`src/rtl/pipe_stage_skid.sv`:
```
// Inter-stage pipeline register with a 2-entry skid buffer, ctrl hold/clear,
// and a saturating backpressure counter.
//
// state   | meaning
// --------+-----------------------------------------------------------
// S_EMPTY | no payload stored (main_v=0, skid_v=0)
// S_ONE   | payload in main register only (main_v=1, skid_v=0)
// S_FULL  | main and skid registers both hold payloads (main_v=1, skid_v=1)
module pipe_stage_skid #(
    parameter int unsigned          DATA_W    = 32,
    parameter logic [DATA_W-1:0]    RESET_VAL = '0,
    parameter int unsigned          CNT_W     = 16
) (
    input  logic              clk_100M,
    input  logic              arst_n,
    input  logic              clear,
    input  logic              hold,
    input  logic              in_valid,
    input  logic [DATA_W-1:0] in_data,
    output logic              in_ready,
    output logic              out_valid,
    output logic [DATA_W-1:0] out_data,
    input  logic              out_ready,
    output logic [1:0]        occupancy,
    output logic [CNT_W-1:0]  stall_cnt
);

    typedef enum logic [1:0] {
        S_EMPTY = 2'd0,
        S_ONE   = 2'd1,
        S_FULL  = 2'd2
    } state_t;

    state_t              state_q, state_d;
    logic [DATA_W-1:0]   main_data_q, main_data_d;
    logic [DATA_W-1:0]   skid_data_q, skid_data_d;
    logic [CNT_W-1:0]    stall_cnt_q, stall_cnt_d;

    logic main_v;
    logic skid_v;
    logic in_fire;
    logic out_fire;

    // Handshake outputs derive only from registered state and ctrl inputs.
    always_comb begin
        main_v    = (state_q != S_EMPTY);
        skid_v    = (state_q == S_FULL);
        in_ready  = ~skid_v & ~hold & ~clear;
        out_valid = main_v & ~hold;
        out_data  = main_data_q;
        occupancy = {1'b0, main_v} + {1'b0, skid_v};
        stall_cnt = stall_cnt_q;
        in_fire   = in_valid & in_ready;
        out_fire  = out_valid & out_ready;
    end

    // Next-state and datapath: clear beats hold beats normal flow.
    always_comb begin
        state_d     = state_q;
        main_data_d = main_data_q;
        skid_data_d = skid_data_q;
        stall_cnt_d = stall_cnt_q;

        if (clear) begin
            state_d     = S_EMPTY;
            main_data_d = RESET_VAL;
            skid_data_d = RESET_VAL;
        end else if (!hold) begin
            unique case (state_q)
                S_EMPTY: begin
                    if (in_fire) begin
                        state_d     = S_ONE;
                        main_data_d = in_data;
                    end
                end
                S_ONE: begin
                    if (in_fire && out_fire) begin
                        main_data_d = in_data;
                    end else if (in_fire) begin
                        state_d     = S_FULL;
                        skid_data_d = in_data;
                    end else if (out_fire) begin
                        // main_data keeps its stale value; only the valid drops.
                        state_d = S_EMPTY;
                    end
                end
                S_FULL: begin
                    if (out_fire) begin
                        state_d     = S_ONE;
                        main_data_d = skid_data_q;
                    end
                end
                default: state_d = S_EMPTY;
            endcase

            if (main_v && !out_ready && (stall_cnt_q != {CNT_W{1'b1}})) begin
                stall_cnt_d = stall_cnt_q + CNT_W'(1);
            end
        end
    end

    // State and data registers with synchronous active-low reset.
    always_ff @(posedge clk_100M) begin
        if (!arst_n) begin
            state_q     <= S_EMPTY;
            main_data_q <= RESET_VAL;
            skid_data_q <= RESET_VAL;
            stall_cnt_q <= '0;
        end else begin
            state_q     <= state_d;
            main_data_q <= main_data_d;
            skid_data_q <= skid_data_d;
            stall_cnt_q <= stall_cnt_d;
        end
    end

endmodule
```
`config.mk`:
```
export PLATFORM = sky130hd
export DESIGN_NAME = pipe_stage_skid
export DESIGN_NICKNAME = d
export VERILOG_FILES = /design/src/rtl/pipe_stage_skid.sv
export SDC_FILE = /design/constraint.sdc
export NUM_CORES = 1
export LEC_CHECK = 0
export BUFFER_PORTS_ARGS = -buffer_cell sky130_fd_sc_hd__buf_2
export CAP_MARGIN = 30
export CORE_MARGIN = 2
export CORE_UTILIZATION = 53
export DETAILED_ROUTE_END_ITERATION = 7
export PLACE_DENSITY = 0.79
export SYNTH_ARGS = -nofsm -noshare
export SYNTH_HDL_FRONTEND = slang
export SYNTH_SLANG_ARGS = --single-unit
```
`constraint.sdc`:
```
create_clock -name clk_100M -period 2.75 [get_ports clk_100M]
set_input_delay 0.1375 -clock clk_100M [delete_from_list [all_inputs] [get_ports clk_100M]]
set_output_delay 0.1375 -clock clk_100M [all_outputs]
set_load 0.02 [all_outputs]
```
==> flow_summary.rst <==
.. list-table::
   :header-rows: 1

   * - Metric
     - Value
   * - Run status
     - finished, final reports clean
   * - Maximum fanout encountered on the critical timing path
     - 27
   * - H-tree levels
     - 3
   * - Clock root buffer master
     - sky130_fd_sc_hd__clkbuf_8
   * - Dominant cell by count in the synthesized netlist
     - sky130_fd_sc_hd__dfxtp_1
   * - Drt total wl
     - 8.48 mm
   * - Worst VDD drop
     - 295 uV
   * - Core box area
     - 6790 sq um
   * - Max stage delay on crit path
     - 0.41 ns
   * - Largest net degree at the start of global routing
     - 39
   * - Most common cell type on the critical path
     - sky130_fd_sc_hd__or2_2
   * - Number of flops mapped to enable cells by yosys
     - 0
   * - Number of inserted diodes
     - 0
   * - Standard cell with the maximum stage delay on the critical path
     - sky130_fd_sc_hd__dfxtp_1
   * - Postcts setup bufs
     - 0
   * - Leading cell types by count after synthesis
     - 82 x sky130_fd_sc_hd__dfxtp_1, 80 x sky130_fd_sc_hd__nand2_1, 40 x sky130_fd_sc_hd__a21oi_1
   * - Area share of the largest cell type after synthesis
     - 44.0%
   * - Number of buffers created by CTS
     - 9
   * - Iteration count of the initial detailed-routing pass
     - 4
   * - Port-buffer cells
     - 89
   * - Clock latency at the later pin of the worst-skew pair
     - 0.34 ns
   * - Final HPWL from detailed placement
     - 5.63 mm
   * - Vias per cell
     - 5.58
   * - GPL Wtd Cong
     - 0.814
   * - Clock Sinks
     - 82
   * - Initial antenna violation count
     - 0
   * - Critical path cell sequence
     - or2_2 > ha_1 > or2_2 > a21oi_4 > or2_1 > buf_12 > a211oi_1
   * - Setup crit start kind
     - flop
   * - Power density cells
     - 528 nW/um^2
   * - Std cell rows
     - 30
   * - Number of buffers on the longest clock path
     - 2
   * - Post-synth design cell area
     - 3730 sq um
   * - Relative slew slack
     - 40.6%
   * - Initial Utilization
     - 55.0%
   * - Number of synthesized register bits
     - 82
   * - Part of the Yosys area used for sequential elements
     - 44.0%
   * - Layout overhead on the synthesized area
     - 17.6%
   * - Fin crit share
     - 81.8%
   * - Routed wire length per instance
     - 14.3 um
   * - CTS-repair resized insts
     - 0
   * - Ys async rst share
     - 0%
   * - Post-Synthesis Net Count
     - 460
   * - Final hold vios
     - 0
   * - Type of the worst setup path
     - reg2reg
   * - Die Ht
     - 87.9 um
   * - Final std cell area, no fill
     - 4390 sq um
   * - Clock period minus worst slack
     - 2.25 ns
   * - Number of global-route vias before repair
     - 3,062
   * - Area enclosed by the die boundary
     - 7730 sq um
   * - Unrepaired setup endpoints after global routing
     - no
   * - Top cells by area in the synthesized netlist
     - sky130_fd_sc_hd__dfxtp_1 44%, sky130_fd_sc_hd__mux2i_1 10%, sky130_fd_sc_hd__nand2_1 8.0%, sky130_fd_sc_hd__a211oi_1 5.8%, sky130_fd_sc_hd__a21oi_1 5.4%
   * - Final antenna-violating net count
     - 0
   * - Routed via count
     - 3,315
   * - Total placed instance area
     - 4180 sq um
   * - Overflow left after global routing
     - 0
   * - Slew of the pin with the lowest slew margin
     - 0.882 ns
   * - Quantity of hold-fixing buffers added after cts
     - 0
   * - Post-synthesis instance total
     - 419
   * - Class of the tightest hold or removal check
     - in2reg
   * - Clock-pin slew of the registers on the worst-case setup and hold paths
     - 0.09 ns
   * - Main synth FF type
     - sky130_fd_sc_hd__dfxtp_1
   * - Violation count after the first detailed-routing iteration
     - 140
   * - Total Nets Final
     - 535
   * - Width of the die
     - 87.9 um
   * - Max Clock Freq
     - 0.445 GHz
   * - Synthesized area per cell
     - 8.91 sq um
   * - Ys Warns
     - 0
   * - Final setup violation count
     - 0
   * - Share of final-layout standard cells stronger than drive strength 1
     - 24.9%
   * - Leakage Power
     - 0.00187 uW
   * - Total routing resource utilization after global routing
     - 22.5%
   * - Worst Path Arrival
     - 2.44 ns
   * - Cell variety after synth
     - 40
   * - Max-cap viol count
     - 0
   * - Cell type with the largest total area after synthesis
     - sky130_fd_sc_hd__dfxtp_1
   * - Wire length of the first global-routing pass
     - 13.7 mm
   * - Io pins
     - 90
   * - Setup total negative slack
     - 0 ns
   * - Worst-case clock skew
     - 0.0102 ns
   * - Critical path required time
     - 2.94 ns
   * - Count of final max-slew check failures
     - 0
   * - Residual DRC count
     - 0
   * - TritonCTS clock tree
     - done
   * - Worst setup EP type
     - flop
-- metal layers --
metal	GRT usage, %	vias to the layer above	share of wire, %
met5	0	-	0
met4	11.5	0	1.8
met3	3.77	15	3.7
met2	38.5	97	50
met1	27.1	1540	45
li1	-	1663	-
-- flip-flops by register name (all words and copies together) (netlist names) --
signal	count
out_data	32
skid_data_q	32
state_q	2
stall_cnt	16
-- cell families (layout without fill, tap and decap cells) --
logic type                 after synthesis  after routing  share of synthesized area (%)
AOI/OAI and AO/OA                       94             94                           17.3
muxes                                   39             39                           10.5
adders and majority gates                3              3                           1.01
buffers and inverters                   41            120                           6.53
and+or+nand+nor                        160            160                           20.7
DFF                                     82             82                           44.0
-- stage by stage --
step,setup WS (ns),cells,power (uW),util (%),hold WS (ns)
final,0.501,594,2320,64.6,0.0319
after global routing,0.357,594,2400,64.6,0.0214
after CTS,0.487,594,2340,64.6,0.0156
after detailed placement,0.512,579,1400,61.5,0.395
after global placement,0.606,579,1390,61.5,0.390
after floorplan,0.498,419,1340,-,0.273
-- final timing paths --
check | start | to | slack [ns] | depth (start not counted)
max | state_q[0] | out_data[12] | 0.50 | 7
min | in_data[1] | skid_data_q[1] | 0.03 | 3
max reg2reg | state_q[0] | out_data[12] | 0.50 | 7
min reg2reg | skid_data_q[12] | skid_data_q[12] | 0.45 | 2
-- placed cells by master (no fill, tap or decap), types with 3 or more instances in the layout --
cell	n
sky130_fd_sc_hd__a2111oi_0	5
sky130_fd_sc_hd__ha_1	3
sky130_fd_sc_hd__o31ai_1	3
sky130_fd_sc_hd__or4_1	3
sky130_fd_sc_hd__nand2_1	80
sky130_fd_sc_hd__buf_2	89
sky130_fd_sc_hd__nand3_1	5
sky130_fd_sc_hd__mux2i_1	39
sky130_fd_sc_hd__o21ai_0	3
sky130_fd_sc_hd__a21oi_1	40
sky130_fd_sc_hd__buf_4	6
sky130_fd_sc_hd__nand2b_1	8
sky130_fd_sc_hd__inv_1	8
sky130_fd_sc_hd__clkbuf_8	9
sky130_fd_sc_hd__nor3_1	35
sky130_fd_sc_hd__nor2_1	4
sky130_fd_sc_hd__nand4_1	5
sky130_fd_sc_hd__a211oi_1	29
sky130_fd_sc_hd__dfxtp_1	82
sky130_fd_sc_hd__a211oi_2	4
sky130_fd_sc_hd__nor4_1	3
-- where the power goes --
| part | switching [uW] | internal [uW] | total, uW |
|---|---|---|---|
| Combinational | 99.6 | 64.1 | 164 |
| Clock | 438 | 511 | 950 |
| Sequential | 6.81 | 1200 | 1200 |
| Total | 545 | 1770 | 2320 |
-- layout make-up --
class / count / area (sq um)
inverter: 8 / 30.0
sequential: 82 / 1640
fill: 607 / 2400
multi-input combinational: 296 / 1850
timing repair buffer: 97 / 531
clock buffer: 9 / 124
tap: 96 / 120
clock inverter: 6 / 90.1
-- worst max-delay path, delay by kind of cell, from the launching register on --
kind,cells,cell delay [ns]
adders and majority gates,1,0.21
AOI/OAI and AO/OA,2,0.24
and+or+nand+nor,3,0.98
buffers and inverters,1,0.24
DFF,1,0.41
Note: power is estimated with default switching activity, not from simulation.
